[src/rtl/car_sensor_cond_if.sv]
// Purpose: detector-side bundle between the raw vehicle detector and traffic_light.
// Latency: none; plain wires.
// Backpressure: none; levels and pulses only, no handshake.
//
// Signals:
//   sensor_raw  raw detector level, asynchronous, 1 = vehicle
//   clr_count   synchronous pulse that clears car_count
//   c           conditioned car-present request
//   fault       detector judged stuck-on; c is forced 0 while set
//   car_count   saturating arrival count
// Modports: master drives sensor_raw/clr_count (stimulus side), slave is the conditioner.
interface car_sensor_cond_if #(
    parameter int CNT_W = 8
);
    logic             sensor_raw;
    logic             clr_count;
    logic             c;
    logic             fault;
    logic [CNT_W-1:0] car_count;

    modport master (
        output sensor_raw,
        output clr_count,
        input  c,
        input  fault,
        input  car_count
    );

    modport slave (
        input  sensor_raw,
        input  clr_count,
        output c,
        output fault,
        output car_count
    );
endinterface

[src/rtl/car_sensor_cond.sv]
// Purpose: turn the bouncy asynchronous farm-road detector into a clean car-present request.
// Latency: rise at most 2 + DEB_TICKS*TICK_DIV + TICK_DIV + 1 cycles; c stays up HOLD_TICKS ticks after the fall.
// Backpressure: none; the outputs are registered levels recomputed every cycle.
//
// Ports:
//   clk_125M  system clock
//   rst       asynchronous reset, active-low
//   bus       car_sensor_cond_if.slave: sensor_raw/clr_count in, c/fault/car_count out
module car_sensor_cond #(
    parameter int TICK_DIV    = 125000,
    parameter int DEB_TICKS   = 20,
    parameter int HOLD_TICKS  = 2000,
    parameter int STUCK_TICKS = 300000,
    parameter int CNT_W       = 8
) (
    input  logic                 clk_125M,
    input  logic                 rst,
    car_sensor_cond_if.slave     bus
);

    localparam int PW = (TICK_DIV > 1) ? $clog2(TICK_DIV) : 1;
    localparam int DW = $clog2(DEB_TICKS + 1);
    localparam int HW = $clog2(HOLD_TICKS + 1);
    localparam int SW = $clog2(STUCK_TICKS + 1);

    localparam logic [PW-1:0]    PRESC_LAST = PW'(TICK_DIV - 1);
    localparam logic [DW-1:0]    DEB_LAST   = DW'(DEB_TICKS - 1);
    localparam logic [HW-1:0]    HOLD_INIT  = HW'(HOLD_TICKS);
    localparam logic [HW-1:0]    HOLD_ONE   = HW'(1);
    localparam logic [SW-1:0]    STUCK_LAST = SW'(STUCK_TICKS - 1);
    localparam logic [CNT_W-1:0] CNT_MAX    = '1;

    typedef enum logic [1:0] {
        IDLE    = 2'd0,
        PRESENT = 2'd1,
        HOLD    = 2'd2,
        STUCK   = 2'd3
    } state_t;

    // ------------------------------------------------------------------
    // Two-flop synchroniser for the asynchronous detector level
    // ------------------------------------------------------------------
    logic s_meta;
    logic s;

    always_ff @(posedge clk_125M or negedge rst) begin
        if (!rst) begin
            s_meta <= 1'b0;
            s      <= 1'b0;
        end else begin
            s_meta <= bus.sensor_raw;
            s      <= s_meta;
        end
    end

    // ------------------------------------------------------------------
    // Sample-tick prescaler: tick is high for the single cycle at TICK_DIV-1
    // ------------------------------------------------------------------
    logic [PW-1:0] presc;
    logic          tick;

    assign tick = (presc == PRESC_LAST);

    always_ff @(posedge clk_125M or negedge rst) begin
        if (!rst) begin
            presc <= '0;
        end else if (tick) begin
            presc <= '0;
        end else begin
            presc <= presc + PW'(1);
        end
    end

    // ------------------------------------------------------------------
    // Debounce: deb flips only after DEB_TICKS consecutive differing ticks
    // ------------------------------------------------------------------
    logic          deb;
    logic [DW-1:0] deb_cnt;

    always_ff @(posedge clk_125M or negedge rst) begin
        if (!rst) begin
            deb     <= 1'b0;
            deb_cnt <= '0;
        end else if (tick) begin
            if (s != deb) begin
                if (deb_cnt == DEB_LAST) begin
                    deb     <= ~deb;
                    deb_cnt <= '0;
                end else begin
                    deb_cnt <= deb_cnt + DW'(1);
                end
            end else begin
                deb_cnt <= '0;
            end
        end
    end

    // ------------------------------------------------------------------
    // Presence FSM
    // ------------------------------------------------------------------
    state_t        state;
    state_t        state_nxt;
    logic [HW-1:0] hold_cnt;
    logic [HW-1:0] hold_nxt;
    logic [SW-1:0] stuck_cnt;
    logic [SW-1:0] stuck_nxt;
    logic          arrival;
    logic          c_q;
    logic          c_nxt;
    logic          fault_q;
    logic          fault_nxt;

    // State register; c/fault are registered decodes of the next state so
    // they move on the same edge as the state itself.
    always_ff @(posedge clk_125M or negedge rst) begin
        if (!rst) begin
            state     <= IDLE;
            hold_cnt  <= '0;
            stuck_cnt <= '0;
            c_q       <= 1'b0;
            fault_q   <= 1'b0;
        end else begin
            state     <= state_nxt;
            hold_cnt  <= hold_nxt;
            stuck_cnt <= stuck_nxt;
            c_q       <= c_nxt;
            fault_q   <= fault_nxt;
        end
    end

    // Next-state logic. A falling deb in PRESENT takes priority over the tick,
    // so the stuck timer never advances on the cycle we leave for HOLD. A
    // returning deb in HOLD takes priority over the hold timer expiring.
    always_comb begin
        state_nxt = state;
        hold_nxt  = hold_cnt;
        stuck_nxt = stuck_cnt;
        arrival   = 1'b0;
        case (state)
            IDLE: begin
                if (deb) begin
                    state_nxt = PRESENT;
                    stuck_nxt = '0;
                    arrival   = 1'b1;
                end
            end
            PRESENT: begin
                if (!deb) begin
                    state_nxt = HOLD;
                    hold_nxt  = HOLD_INIT;
                end else if (tick) begin
                    stuck_nxt = stuck_cnt + SW'(1);
                    if (stuck_cnt == STUCK_LAST) begin
                        state_nxt = STUCK;
                    end
                end
            end
            HOLD: begin
                if (deb) begin
                    // Same vehicle re-detected inside the gap: no new arrival.
                    state_nxt = PRESENT;
                    stuck_nxt = '0;
                end else if (tick) begin
                    hold_nxt = hold_cnt - HW'(1);
                    if (hold_cnt <= HOLD_ONE) begin
                        state_nxt = IDLE;
                    end
                end
            end
            STUCK: begin
                if (!deb) begin
                    state_nxt = IDLE;
                end
            end
            default: begin
                state_nxt = IDLE;
            end
        endcase
    end

    // Output decode of the upcoming state.
    always_comb begin
        c_nxt     = 1'b0;
        fault_nxt = 1'b0;
        case (state_nxt)
            PRESENT: c_nxt     = 1'b1;
            HOLD:    c_nxt     = 1'b1;
            STUCK:   fault_nxt = 1'b1;
            default: begin
                c_nxt     = 1'b0;
                fault_nxt = 1'b0;
            end
        endcase
    end

    // ------------------------------------------------------------------
    // Arrival counter: clear wins over hold, but a coinciding arrival still lands
    // ------------------------------------------------------------------
    logic [CNT_W-1:0] car_cnt;

    always_ff @(posedge clk_125M or negedge rst) begin
        if (!rst) begin
            car_cnt <= '0;
        end else if (bus.clr_count) begin
            car_cnt <= arrival ? CNT_W'(1) : '0;
        end else if (arrival && (car_cnt != CNT_MAX)) begin
            car_cnt <= car_cnt + CNT_W'(1);
        end
    end

    assign bus.c         = c_q;
    assign bus.fault     = fault_q;
    assign bus.car_count = car_cnt;

endmodule

[src/flat_wrapper.sv]
// flat-port wrapper written by rule: the top's interface ports become plain ports
module car_sensor_cond_flat 
#(
    parameter int TICK_DIV    = 125000,
    parameter int DEB_TICKS   = 20,
    parameter int HOLD_TICKS  = 2000,
    parameter int STUCK_TICKS = 300000,
    parameter int CNT_W       = 8
)
  (clk_125M, rst, bus_sensor_raw, bus_clr_count, bus_c, bus_fault, bus_car_count);
  car_sensor_cond_if #(.CNT_W(CNT_W)) bus_i ();
  input  logic clk_125M;
  input  logic rst;
  input wire logic [$bits(bus_i.sensor_raw)-1:0] bus_sensor_raw;
  input wire logic [$bits(bus_i.clr_count)-1:0] bus_clr_count;
  output wire logic [$bits(bus_i.c)-1:0] bus_c;
  output wire logic [$bits(bus_i.fault)-1:0] bus_fault;
  output wire logic [$bits(bus_i.car_count)-1:0] bus_car_count;
  assign bus_i.sensor_raw = bus_sensor_raw;
  assign bus_i.clr_count = bus_clr_count;
  assign bus_c = bus_i.c;
  assign bus_fault = bus_i.fault;
  assign bus_car_count = bus_i.car_count;
  car_sensor_cond #(.TICK_DIV(TICK_DIV), .DEB_TICKS(DEB_TICKS), .HOLD_TICKS(HOLD_TICKS), .STUCK_TICKS(STUCK_TICKS), .CNT_W(CNT_W)) u_core (.clk_125M(clk_125M), .rst(rst), .bus(bus_i));
endmodule
[config.mk]
export PLATFORM = sky130hd
export DESIGN_NAME = car_sensor_cond_flat
export DESIGN_NICKNAME = d
export VERILOG_FILES = /design/src/rtl/car_sensor_cond_if.sv /design/src/rtl/car_sensor_cond.sv /design/src/flat_wrapper.sv
export SDC_FILE = /design/constraint.sdc
export NUM_CORES = 1
export LEC_CHECK = 0
export CAP_MARGIN = 20
export CORE_ASPECT_RATIO = 1.75
export CORE_MARGIN = 2
export CORE_UTILIZATION = 55
export DETAILED_ROUTE_END_ITERATION = 10
export PLACE_DENSITY = 0.76
export REMOVE_ABC_BUFFERS = 1
export SKIP_LAST_GASP = 1
export SYNTH_ARGS = -nofsm -noshare
export SYNTH_HDL_FRONTEND = slang
export SYNTH_SLANG_ARGS = --single-unit
[constraint.sdc]
create_clock -name clk_125M -period 5.4 [get_ports clk_125M]
set_input_delay 1.08 -clock clk_125M [delete_from_list [all_inputs] [get_ports clk_125M]]
set_output_delay 1.08 -clock clk_125M [all_outputs]
set_load 0.03 [all_outputs]
==> impl_metrics.toml <==
[setup_path]
critPathCaptureType = "flip-flop"
critPathRequiredTime_ps = 5620
path_class = "reg -> reg"
cp_max_fo = 12
cp.arrival_ps = 2830
startpoint_type = "flip-flop"
reg2reg_depth = 6

[sta]
timing.fmax_mhz = 383
setup_violations = 0
finalSetupTns_ps = 0
post-route-period-util_pct = 48.4
period_needed_ps = 2610
fin_hold_ws_ps = 353
slew-limit-headroom_pct = 43.0
rsz0062_at_grt = "no"
skew_ps = 3.96
maxSlewViolCount = 0
timing_hold_violations_final = 0
worst_slew_pin_slew_ps = 855

[grt]
gr-total-overflow = 0
grt_max_degree = 56
grt_pass1_vias = 3094
grt_pass1_wl_um = 14700
grt_antenna_before_repair = 0
grt_use_total_pct = 25.3

[finish]
fin_nets = 419
stdcell_area_um2 = 4270
layout-drive-gt1-share_pct = 6.07
diodes = 0
syn2layout_area_growth_pct = 12.6
final_core_util_pct = 63.1

[synth]
synth_flop_cell = "dfrtp_1"
synth-async-reset-ratio_pct = 100
synth_edf_count = 0
ys_types = 57
ys_ff_latch = 67
synthTopCellsByCount = "dfrtp_1 (67), nand2_1 (44), nand3_1 (25), nor2_1 (21), clkbuf_1 (17)"
synthCells = 403
yosys_warnings = 0
synth.most_common_cell = "dfrtp_1"
synth_seq_area_share_pct = 44.2
synthTopCellsByArea = "dfrtp_1 (44%), nand2_1 (4.4%), nand3_1 (3.3%)"
syn_area_per_cell_um2 = 9.40
synth_area_um2 = 3790
yosysTopAreaCell = "dfrtp_1"
synth_top_area_share_pct = 44.2

[floorplan]
rows = 40
boundaryPins = 14
die_w_um = 66.8
die-area_um2 = 7600
initial_core_util_pct = 56.1
core_um2 = 6760
die_h_um = 114

[detailed_routing]
wl_per_cell_um = 17.8
ant_nets = 0
finalWirelength_um = 8820
dr_total_vias = 3275
viasPerCell = 6.60
drt_iter0_markers = 186
dr.pass1.iters = 4
route.detailed.drc = 0

[min_path]
hold_depth = 0
min_path_type = "reg -> reg"

[clock_tree]
clk_pin_slew_ps = 50
cts_buffer_depth = 2
cts_root_buf = "clkbuf_16"
numClockSinks = 67
cts_buffers = 9
cts-resized-gates = 0
hold_buffers = 0
postCtsSetupBuffers = 0
cts_max_level = 3
insertion_delay_ps = 340
cts_tree = "done"

[power_and_ir_drop]
p_per_area_nw_per_um2 = 266
ir_drop_mv = 0.192
p_leak_nw = 1.74

[placed_design]
portBuffers = 13
dp_hpwl_um = 5760
gp_congestion = 0.900
place_area_um2 = 3960

[run]
maxCapViolations = 0

[run_status]
status = "finished, final reports clean"
[power by group]
part	switching (mW)	internal [mW]
Sequential	0.000357	0.503
Clock	0.205	0.414
Combinational	0.0113	0.00248
Total	0.217	0.920
[layout by cell type (no fill, tap or decap), types with 4 or more instances in the layout]
cell type,instances
nor4bb_1,6
o21ai_0,11
xor2_1,6
or3_1,8
dfrtp_1,67
o41ai_1,6
xnor2_1,6
nand3_1,25
clkbuf_16,9
and3_1,5
and4_1,7
and2_1,4
mux2i_1,5
a21oi_1,16
nand2b_1,11
a31oi_1,4
or4_1,15
ha_1,7
nor4b_1,4
o211ai_1,6
inv_1,11
o311ai_0,12
o31ai_1,10
nand4_1,15
nor2_1,21
nand2_1,44
clkdlybuf4s50_1,12
nor4_1,5
[registers in the layout (all words and copies together) (netlist names)]
| signal | count |
|---|---|
| u_core.stuck_cnt | 19 |
| u_core.deb | 1 |
| u_core.hold_cnt | 11 |
| u_core.bus.car_count | 8 |
| u_core.deb_cnt | 5 |
| u_core.presc | 17 |
| u_core.s | 1 |
| u_core.bus.fault | 1 |
| u_core.state | 2 |
| u_core.s_meta | 1 |
| u_core.bus.c | 1 |
[kinds of logic after synthesis]
| family | count (synthesis) | share of synthesized area [%] |
|---|---|---|
| AO/OA/AOI/OAI | 89 | 17.1 |
| AND/OR/NAND/NOR | 190 | 28.9 |
| buffers and inverters | 33 | 3.37 |
| multiplexers | 5 | 1.32 |
| XOR/XNOR | 12 | 2.77 |
| adder cells (fa/ha/maj) | 7 | 2.31 |
| flip-flops | 67 | 44.2 |
[worst max-delay path, stage by stage (launching register included)]
cell and delay (ps):
dfrtp_1 380, ha_1 250, nor4bb_1 230, nand4_1 510
o41ai_1 620, a31oi_1 160, ha_1 330
[through the flow]
step                worst slack, ps  total power [mW]  instances
finish                         2790              1.14        496
floorplan                      2720             0.513        381
detailed placement             2860             0.527        481
global placement               2930             0.527        481
global route                   2670              1.17        496
CTS                            2800              1.15        496
[final timing paths]
path                                       from                    to  slack, ps
max in group asynchronous                   rst     u_core.deb_cnt[2]       3780
worst min register to register    u_core.s_meta              u_core.s        350
min in group asynchronous                   rst  u_core.stuck_cnt[12]        630
worst max register to register  u_core.presc[0]          u_core.bus.c       2790
worst min-delay path              u_core.s_meta              u_core.s        350
worst max-delay path            u_core.presc[0]          u_core.bus.c       2790
[area by class of cell]
class | count | area [um2]
clock buffers | 13 | 250
clock inverters | 2 | 60.1
fillers | 566 | 2490
inverters | 11 | 41.3
multi-input cells | 303 | 1990
flip-flops and latches | 67 | 1680
well taps | 84 | 105
repair buffers | 16 | 148
[per-layer routing]
metal,vias to the layer above,routed length (um),GRT usage [%]
met5,-,0,0
met4,0,245,11.7
met3,21,319,6.02
met2,73,4610,41.9
met1,1615,3650,30.7
li1,1566,-,-
Note: power is estimated with default switching activity, not from simulation.
